[src/rtl/sw_pkg.sv]
// sw_pkg: shared state encoding and default timing constants for the stopwatch control front-end
package sw_pkg;
    typedef enum logic [1:0] {
        ST_IDLE  = 2'd0,
        ST_RUN   = 2'd1,
        ST_PAUSE = 2'd2,
        ST_CLEAR = 2'd3
    } sw_state_t;
    localparam int DB_CYCLES_DEF  = 16;
    localparam int CLR_CYCLES_DEF = 2;
endpackage

[src/rtl/sw_btn_debounce.sv]
// sw_btn_debounce: 2-FF sync, debounce and rising-edge press pulse for one raw button
// Ports: clk, rst (async, active-high), i_raw (raw button),
//        o_level (debounced level), o_press (1-cycle pulse on accepted press)
module sw_btn_debounce
    import sw_pkg::*;
#(
    parameter int DB_CYCLES = DB_CYCLES_DEF,
    parameter int DBW       = 5
) (
    input  logic clk,
    input  logic rst,
    input  logic i_raw,
    output logic o_level,
    output logic o_press
);
    logic           r_sync1, r_sync2, r_stable, r_stable_d;
    logic [DBW-1:0] r_cnt;
    always_ff @(posedge clk or posedge rst) begin
        if (rst) begin
            r_sync1    <= 1'b0;
            r_sync2    <= 1'b0;
            r_stable   <= 1'b0;
            r_stable_d <= 1'b0;
            r_cnt      <= '0;
        end else begin
            r_sync1    <= i_raw;
            r_sync2    <= r_sync1;
            r_stable_d <= r_stable;
            if (r_sync2 == r_stable)
                r_cnt <= '0;
            else if (r_cnt == DBW'(DB_CYCLES - 1)) begin
                r_stable <= r_sync2;
                r_cnt    <= '0;
            end else
                r_cnt <= r_cnt + DBW'(1);
        end
    end
    assign o_level = r_stable;
    assign o_press = r_stable & ~r_stable_d;
endmodule

[src/rtl/sw_ctrl_fsm.sv]
// sw_ctrl_fsm: stopwatch control FSM driving the seconds counter from two debounced buttons
// Ports: clk, rst (async, active-high), i_btn_ss / i_btn_clr (raw buttons),
//        i_ovf (counter overflow pulse), o_sw_en, o_start_stop, o_reset,
//        o_ovf_seen (sticky overflow), o_state (current state)
module sw_ctrl_fsm
    import sw_pkg::*;
#(
    parameter int DB_CYCLES  = DB_CYCLES_DEF,
    parameter int DBW        = 5,
    parameter int CLR_CYCLES = CLR_CYCLES_DEF,
    parameter int CLW        = 2
) (
    input  logic       clk,
    input  logic       rst,
    input  logic       i_btn_ss,
    input  logic       i_btn_clr,
    input  logic       i_ovf,
    output logic       o_sw_en,
    output logic       o_start_stop,
    output logic       o_reset,
    output logic       o_ovf_seen,
    output logic [1:0] o_state
);
    sw_state_t      r_state, w_next;
    logic [CLW-1:0] r_clr_cnt;
    logic           r_ovf_seen;
    logic           w_ss_press, w_clr_press, w_clr_done;
    logic           w_unused_ss_level, w_unused_clr_level;
    sw_btn_debounce #(.DB_CYCLES(DB_CYCLES), .DBW(DBW)) u_ss (
        .clk(clk), .rst(rst), .i_raw(i_btn_ss),
        .o_level(w_unused_ss_level), .o_press(w_ss_press)
    );
    sw_btn_debounce #(.DB_CYCLES(DB_CYCLES), .DBW(DBW)) u_clr (
        .clk(clk), .rst(rst), .i_raw(i_btn_clr),
        .o_level(w_unused_clr_level), .o_press(w_clr_press)
    );
    assign w_clr_done = r_clr_cnt == CLW'(CLR_CYCLES - 1);
    // clear has priority over start/stop; presses seen while in CLEAR are dropped
    always_comb begin
        w_next = ST_IDLE;
        case (r_state)
            ST_IDLE, ST_PAUSE: w_next = w_clr_press ? ST_CLEAR : w_ss_press ? ST_RUN : r_state;
            ST_RUN:            w_next = w_clr_press ? ST_CLEAR : w_ss_press ? ST_PAUSE : ST_RUN;
            ST_CLEAR:          w_next = w_clr_done ? ST_IDLE : ST_CLEAR;
            default:           w_next = ST_IDLE;
        endcase
    end
    always_ff @(posedge clk or posedge rst) begin
        if (rst) begin
            r_state    <= ST_IDLE;
            r_clr_cnt  <= '0;
            r_ovf_seen <= 1'b0;
        end else begin
            r_state    <= w_next;
            r_clr_cnt  <= (r_state == ST_CLEAR && !w_clr_done) ? r_clr_cnt + CLW'(1) : '0;
            // entering CLEAR wipes the flag; overflows during CLEAR are ignored
            r_ovf_seen <= (w_next == ST_CLEAR) ? 1'b0 : r_ovf_seen | (i_ovf & (r_state != ST_CLEAR));
        end
    end
    assign o_sw_en      = r_state != ST_CLEAR;
    assign o_start_stop = r_state == ST_RUN;
    assign o_reset      = r_state == ST_CLEAR;
    assign o_ovf_seen   = r_ovf_seen;
    assign o_state      = r_state;
endmodule

[config.mk]
export PLATFORM = sky130hd
export DESIGN_NAME = sw_ctrl_fsm
export DESIGN_NICKNAME = d
export VERILOG_FILES = /design/src/rtl/sw_pkg.sv /design/src/rtl/sw_btn_debounce.sv /design/src/rtl/sw_ctrl_fsm.sv
export SDC_FILE = /design/constraint.sdc
export NUM_CORES = 1
export LEC_CHECK = 0
export CAP_MARGIN = 0
export CORE_MARGIN = 5
export CORE_UTILIZATION = 40
export DETAILED_ROUTE_END_ITERATION = 8
export HOLD_SLACK_MARGIN = 0.12
export RECOVER_POWER = 100
export REMOVE_ABC_BUFFERS = 1
export SLEW_MARGIN = 15
export SYNTH_ARGS = -nofsm -noshare
export SYNTH_HDL_FRONTEND = slang
export SYNTH_SLANG_ARGS = --single-unit
[constraint.sdc]
create_clock -name clk -period 1.3 [get_ports clk]
set_clock_uncertainty 0.2 [all_clocks]
set_input_delay 0.39 -clock clk [delete_from_list [all_inputs] [get_ports clk]]
set_output_delay 0.39 -clock clk [all_outputs]
set_load 0.01 [all_outputs]
==> results.py, run 1 <==
metrics = {
    "critical_path": {
        "crit_fanout": 4,
        "worstSetupStartpoint": "o_state[1]",
        "reg2reg_from": "o_state[0]",
        "critPathArrivalTime_ns": 1.10,
        "critical_path_class": "reg -> out",
        "crit_path_end_kind": "primary output",
        "crit_path_start_kind": "register",
        "crit_required_ns": 0.71,
    },
    "pwr": {
        "power.leakage_nw": 0.648,
        "switching_power_w": 0.000281,
        "p_total_w": 0.00122,
        "pwr_density_cell_nw_per_um2": 937,
        "ir_worst_vdd_uv": 567,
        "combPwrFrac_pct": 11.5,
        "p_seq_share_pct": 62.2,
        "pwr-share-clk_pct": 26.4,
        "p_int_w": 0.000937,
        "switching_share_pct": 23.1,
    },
    "timing": {
        "final.setup.worst_slack_ns": -0.388,
        "clock.fmax_ghz": 0.593,
        "period_needed_ns": 1.69,
        "worst_pin_slew_ns": 0.549,
        "maxSlewHeadroom_pct": 63.4,
        "setup_violations": 13,
        "period_share_pct": 130,
        "rsz0062_at_grt": "true",
        "finalHoldWorstSlack_ns": 0.164,
        "hold_viol_final": 0,
        "setup_tns_ns": -2.36,
        "drv_slew": 0,
    },
    "global_route": {
        "grt_pass1_vias": 615,
        "grt-ovfl-total": 0,
        "grtUsageTotal_pct": 10.2,
        "grt_pass1_wl_microns": 2580,
        "grt_max_degree": 24,
        "antenna_found_initial": 0,
    },
    "clock_tree": {
        "cts_buffers": 3,
        "cts_buffer_depth": 2,
        "postCtsHoldBufs": 0,
        "numClockSinks": 23,
        "htreeDepth": 1,
        "cts_root_buf": "clkbuf_4",
        "path_clk_slew_ns": 0.12,
        "cts_tree": "built",
        "insertion_delay_ns": 0.30,
    },
    "synth": {
        "syn_inst": 71,
        "synth-main-ff-cell": "dfrtp_1",
        "syn_area_sq_um": 903,
        "synthTopCellsByCount": "23 x dfrtp_1, 8 x nor2_1, 6 x inv_1, 6 x xor2_1, 4 x nand3_1",
        "yosysWarnings": 0,
        "synth_edf_count": 0,
        "synth.area.top_cells": "dfrtp_1 64%, xor2_1 5.8%, ha_1 4.2%",
        "yosysMostFrequentCell": "dfrtp_1",
        "synth_cell_types": 21,
        "ys_seq_elements": 23,
        "synth_top_cell_by_area": "dfrtp_1",
        "yosysSeqAreaShare_pct": 63.7,
        "synth_async_sr_flop_share_pct": 100,
        "synth_top_area_share_pct": 63.7,
        "syn_area_per_cell_sq_um": 12.7,
    },
    "drt": {
        "wirelength_microns": 1680,
        "drt_iter0_drc": 2,
        "vias": 616,
        "ant_nets": 0,
        "wl_per_cell_microns": 12.6,
        "drc": 0,
        "via_per_inst": 4.63,
        "firstDrtPassIters": 2,
    },
    "cells_and_area": {
        "finalInstanceArea_sq_um": 1300,
        "fin_nets": 114,
        "antennaDiodeCount": 0,
        "synthToLayoutAreaGrowth_pct": 43.8,
        "seqCellArea_sq_um": 576,
        "layout-drive-gt1-share_pct": 43.8,
        "nFillCells": 178,
        "multi_input_area_sq_um": 394,
        "fin_util_pct": 59.3,
    },
    "floorplanning": {
        "initial_core_util_pct": 41.2,
        "io_pins": 11,
        "die-height_microns": 57.5,
        "dieArea_sq_um": 3310,
        "rows": 17,
        "core_area_sq_um": 2190,
        "die_x_microns": 57.5,
    },
    "place": {
        "gp_congestion": 0.767,
        "io_buffers": 10,
        "dpl.hpwl_microns": 974,
        "place_area_sq_um": 1140,
    },
    "flow_run": {
        "drv_cap": 0,
    },
    "run_status": {
        "status": "complete, but fails checks",
        "violations": "setup timing",
    },
    "worst_hold_path": {
        "min_from": "u_clr.r_sync1",
        "hp-class": "reg -> reg",
    },
}
registers in the layout, indices dropped and copies added (netlist names):
signal / flops
u_clr.r_cnt: 5
o_state: 2
u_ss.r_stable_d: 1
u_ss.r_cnt: 5
u_clr.r_sync1: 1
u_ss.o_level: 1
u_ss.r_sync1: 1
u_ss.r_sync2: 1
u_clr.r_stable_d: 1
u_clr.r_sync2: 1
u_clr.o_level: 1
r_clr_cnt: 2
o_ovf_seen: 1
power by group through the flow:
stage	logic (W)	registers (W)	clock network, W
2_1_floorplan	0.0000462	0.000768	0
3_3_place_gp	0.000102	0.000765	0
3_5_place_dp	0.000106	0.000767	0
4_1_cts	0.000125	0.000753	0.000329
5_1_grt	0.000156	0.000759	0.000360
6_report	0.000140	0.000757	0.000321
repair_timing:
item,4_1_cts,5_1_grt
setup endpoints to repair,13,19
buffers inserted,5,5
gates resized for setup,35,17
pin swaps,6,5
cell type report:
class                           instances  area share [%]
Sequential cell                        23            44.3
Multi-Input combinational cell         42            30.3
Timing Repair Buffer                   30            18.9
Tap cell                               28            2.70
Clock buffer                            4            2.02
Inverter                                6            1.73
path summary, 6_finish.rpt:
| check | slack, ns | depth (start not counted) | end |
|---|---|---|---|
| max | -0.39 | 3 | o_start_stop |
| min | 0.16 | 0 | u_clr.r_sync2 |
| max reg2reg | -0.18 | 5 | o_ovf_seen |
| min reg2reg | 0.16 | 0 | u_clr.r_sync2 |
| max in group asynchronous | 0.11 | 3 | r_clr_cnt[0] |
| min in group asynchronous | 0.44 | 3 | u_ss.r_sync1 |
through the flow:
stage / setup slack [ns] / std cells
global placement: -0.360 / 121
finish: -0.388 / 133
floorplan: -0.127 / 71
global route: -0.447 / 133
detailed placement: -0.372 / 121
CTS: -0.379 / 129
per-layer routing:
metal | share of wire (%) | wire, microns | global-route usage, % | vias to the layer above
li1 | - | - | - | 302
met1 | 41 | 682 | 12.0 | 300
met2 | 53 | 892 | 17.3 | 12
met3 | 5.3 | 89 | 2.26 | 2
met4 | 0.72 | 12 | 4.97 | 0
met5 | 0 | 0 | 0 | -
critical path: stages, from the launching register on:
cell and delay, ns:
dfrtp_1 0.43, buf_6 0.14, nor2b_4 0.12, buf_6 0.11
logic make-up (layout without fill, tap and decap cells):
| kind of cell | count (synthesis) | in the layout | share of synthesized area (%) |
|---|---|---|---|
| AOI/OAI and AO/OA | 6 | 6 | 4.57 |
| xor gates and xnor gates | 6 | 6 | 5.82 |
| muxes | 4 | 4 | 5.26 |
| buffers and inverters | 6 | 40 | 2.49 |
| adders and majority gates | 3 | 3 | 4.16 |
| and+or+nand+nor | 23 | 23 | 14.0 |
| DFF | 23 | 23 | 63.7 |
cells in the final DEF, fill, tap and decap left out, types with 3 or more instances in the layout:
master	instances
dfrtp_1	23
buf_4	14
inv_1	6
nor2_1	6
buf_6	6
xor2_1	5
clkbuf_4	4
buf_2	4
and3_1	3
mux2_4	3
ha_1	3
dlygate4sd3_1	3
No activity file was read; power rests on OpenSTA's default activity.
==> run 2, diff against run 1 <==
--- a/config.mk
+++ b/config.mk
@@ -15,4 +15,5 @@
 export SLEW_MARGIN = 15
 export SYNTH_ARGS = -nofsm -noshare
 export SYNTH_HDL_FRONTEND = slang
+export SYNTH_HIERARCHICAL = 1
 export SYNTH_SLANG_ARGS = --single-unit
==> run 2 against run 1 <==
Against the previous run: the flow still finishes with violations (setup timing); register-to-register slack better by 0.09 ns; combinational power about the same; global-route usage up 0.71 points; critical path depth up 1; final cell count up 5.3%; routed wire length down 0.54%; via count up 6.8%; clock power about the same; utilization up 4.9 points; clock-buffer cell count unchanged; critical path type unchanged; largest power group unchanged.
==> results.py, run 2 <==
metrics = {
    "global_route": {
        "grtUsageTotal_pct": 10.9,
        "grt_max_degree": 13,
        "grt-ovfl-total": 0,
        "grt_pass1_vias": 689,
        "antenna_found_initial": 0,
        "grt_pass1_wl_microns": 2800,
    },
    "clock_tree": {
        "cts_buffers": 3,
        "cts_buffer_depth": 2,
        "numClockSinks": 23,
        "insertion_delay_ns": 0.30,
        "htreeDepth": 1,
        "path_clk_slew_ns": 0.12,
        "cts_root_buf": "clkbuf_4",
        "cts_tree": "built",
    },
    "critical_path": {
        "worst-path-buf-inv": 3,
        "r2r_slack_ns": -0.09,
        "crit_slowest_cell": "dfrtp_1",
        "crit_path_end_kind": "primary output",
        "crit_fanout": 3,
        "critPathTopFamily": "flip-flops",
        "critPathArrivalTime_ns": 1.15,
        "critPathMaxStageDelay_ns": 0.41,
        "crit_chain": "buf_6 -> and2_4 -> inv_4 -> buf_6",
        "crit_path_start_kind": "register",
        "cp_common_cell": "buf_6",
        "crit_required_ns": 0.71,
        "critical_path_class": "reg -> out",
    },
    "synth": {
        "syn_area_per_cell_sq_um": 12.6,
        "synthTopCellsByCount": "23 x dfrtp_1, 7 x inv_1, 7 x nor2_1",
        "synth_cell_types": 24,
        "synth_top_cell_by_area": "dfrtp_1",
        "ys_seq_elements": 23,
        "synth.area.top_cells": "dfrtp_1 61%, xor2_1 5.6%, ha_1 4.0%",
        "yosysSeqAreaShare_pct": 61.0,
        "synth_edf_count": 0,
        "yosysWarnings": 6,
        "synth_async_sr_flop_share_pct": 100,
        "synth_top_area_share_pct": 61.0,
        "syn_inst": 75,
        "yosysMostFrequentCell": "dfrtp_1",
        "syn_area_sq_um": 943,
        "synth-main-ff-cell": "dfrtp_1",
    },
    "cells_and_area": {
        "reg_top3": "u_clr/r_cnt: 5 flops, u_ss/r_cnt: 5 flops",
        "stdcell_count": 140,
        "layout_common_cells": "22 x dfrtp_1, 13 x buf_4, 12 x buf_6",
        "nFillCells": 157,
        "final_common_cell": "dfrtp_1",
        "fin_nets": 121,
        "layout-drive-gt1-share_pct": 50.0,
        "antennaDiodeCount": 0,
        "synthToLayoutAreaGrowth_pct": 52.0,
    },
    "floorplanning": {
        "core_area_sq_um": 2230,
        "dieArea_sq_um": 3430,
        "die_x_microns": 58.6,
        "rows": 17,
        "die-height_microns": 58.6,
        "initial_core_util_pct": 42.2,
        "io_pins": 11,
    },
    "drt": {
        "wl_per_cell_microns": 11.9,
        "vias": 658,
        "drt_iter0_drc": 11,
        "wirelength_microns": 1670,
        "firstDrtPassIters": 4,
        "drc": 0,
        "via_per_inst": 4.70,
        "ant_nets": 0,
    },
    "pwr": {
        "pwr_density_cell_nw_per_um2": 850,
        "p_seq_share_pct": 62.5,
        "combPwrFrac_pct": 11.3,
        "switching_power_w": 0.000281,
        "p_int_w": 0.000937,
        "switching_share_pct": 23.1,
        "power.leakage_nw": 0.687,
        "ir_worst_vdd_uv": 569,
        "pwr-share-clk_pct": 26.2,
        "p_total_w": 0.00122,
    },
    "timing": {
        "rsz0062_at_grt": "true",
        "period_share_pct": 134,
        "hold_viol_final": 0,
        "period_needed_ns": 1.74,
        "setup_violations": 15,
        "worst_pin_slew_ns": 0.467,
        "maxSlewHeadroom_pct": 68.9,
        "clock.fmax_ghz": 0.576,
        "drv_slew": 0,
        "final.setup.worst_slack_ns": -0.436,
    },
    "place": {
        "dpl.hpwl_microns": 1080,
        "placed_cells": 126,
        "gp_congestion": 0.754,
        "io_buffers": 10,
    },
    "run_status": {
        "status": "complete, but fails checks",
        "violations": "setup timing",
    },
    "flow_run": {
        "drv_cap": 0,
    },
    "worst_hold_path": {
        "hp-class": "reg -> reg",
    },
}
[run 2: cell count changes in the layout (fill, tap and decap cells not counted), moves of 2 or more]
| cell | delta |
|---|---|
| nor3_1 | -2 |
| buf_2 | -3 |
| ha_4 | +2 |
| nor2_2 | +2 |
| buf_6 | +6 |
| and3_4 | +2 |
| nor3_2 | +3 |
| and3_1 | -2 |
| a21oi_2 | -2 |
| ha_1 | -2 |
| clkbuf_1 | +2 |
[run 2: final timing paths]
kind,start,end,cells after the start
max in group asynchronous,rst,u_clr/o_level,3
setup / recovery,o_state[1],o_sw_en,4
min in group asynchronous,rst,r_clr_cnt[1],2
hold / removal,u_clr/r_sync1,u_clr/r_sync2,0
hold reg to reg,u_clr/r_sync1,u_clr/r_sync2,0
setup reg to reg,u_ss/r_cnt[0],u_ss/o_level,4
[run 2: kinds of logic after synthesis]
| kind of cell | after synthesis | synth area share (%) |
|---|---|---|
| AND/OR/NAND/NOR | 28 | 19.6 |
| flip-flops | 23 | 61.0 |
| buffers and inverters | 8 | 3.18 |
| XOR/XNOR | 6 | 5.57 |
| AO/OA/AOI/OAI | 4 | 3.18 |
| multiplexers | 3 | 3.45 |
| adder cells (fa/ha/maj) | 3 | 3.98 |
[run 2: cell type report]
cell class                      count  area (sq um)  area share (%)
Clock buffer                        4          26.3            1.83
Inverter                            8          32.5            2.27
Multi-Input combinational cell     44           465            32.5
Sequential cell                    23           577            40.2
Tap cell                           28          35.0            2.44
Timing Repair Buffer               33           298            20.8
[run 2: timing repair]
item | in CTS | in global routing
pin swaps | 6 | 6
gates resized for setup | 39 | 24
endpoints found under the setup margin | 10 | 20
buffers inserted | 6 | 6
hold buffers | 0 | 0
[run 2: power by group through the flow]
stage          logic (W)  registers, W  clock network (W)
6_report        0.000137      0.000762           0.000319
4_1_cts         0.000132      0.000757           0.000335
3_3_place_gp    0.000113      0.000766                  0
5_1_grt         0.000153      0.000765           0.000374
2_1_floorplan  0.0000480      0.000769                  0
3_5_place_dp    0.000114      0.000768                  0
[run 2: through the flow]
step	setup TNS (ns)	instance area (sq um)	setup slack (ns)	util (%)	hold slack [ns]
5_1_grt	-3.04	1430	-0.486	64.2	0.183
2_1_floorplan	-0.146	943	-0.0674	-	-0.0315
3_5_place_dp	-2.10	1200	-0.425	53.8	0.139
6_report	-2.28	1430	-0.436	64.2	0.163
3_3_place_gp	-1.96	1200	-0.405	53.8	0.135
4_1_cts	-2.37	1340	-0.438	60.0	0.148
[run 2: layer usage]
metal | track usage (%) | wire length, microns
met1 | 13.7 | 759
met5 | 0 | 0
met2 | 16.7 | 793
met4 | 6.95 | 31
met3 | 2.41 | 83
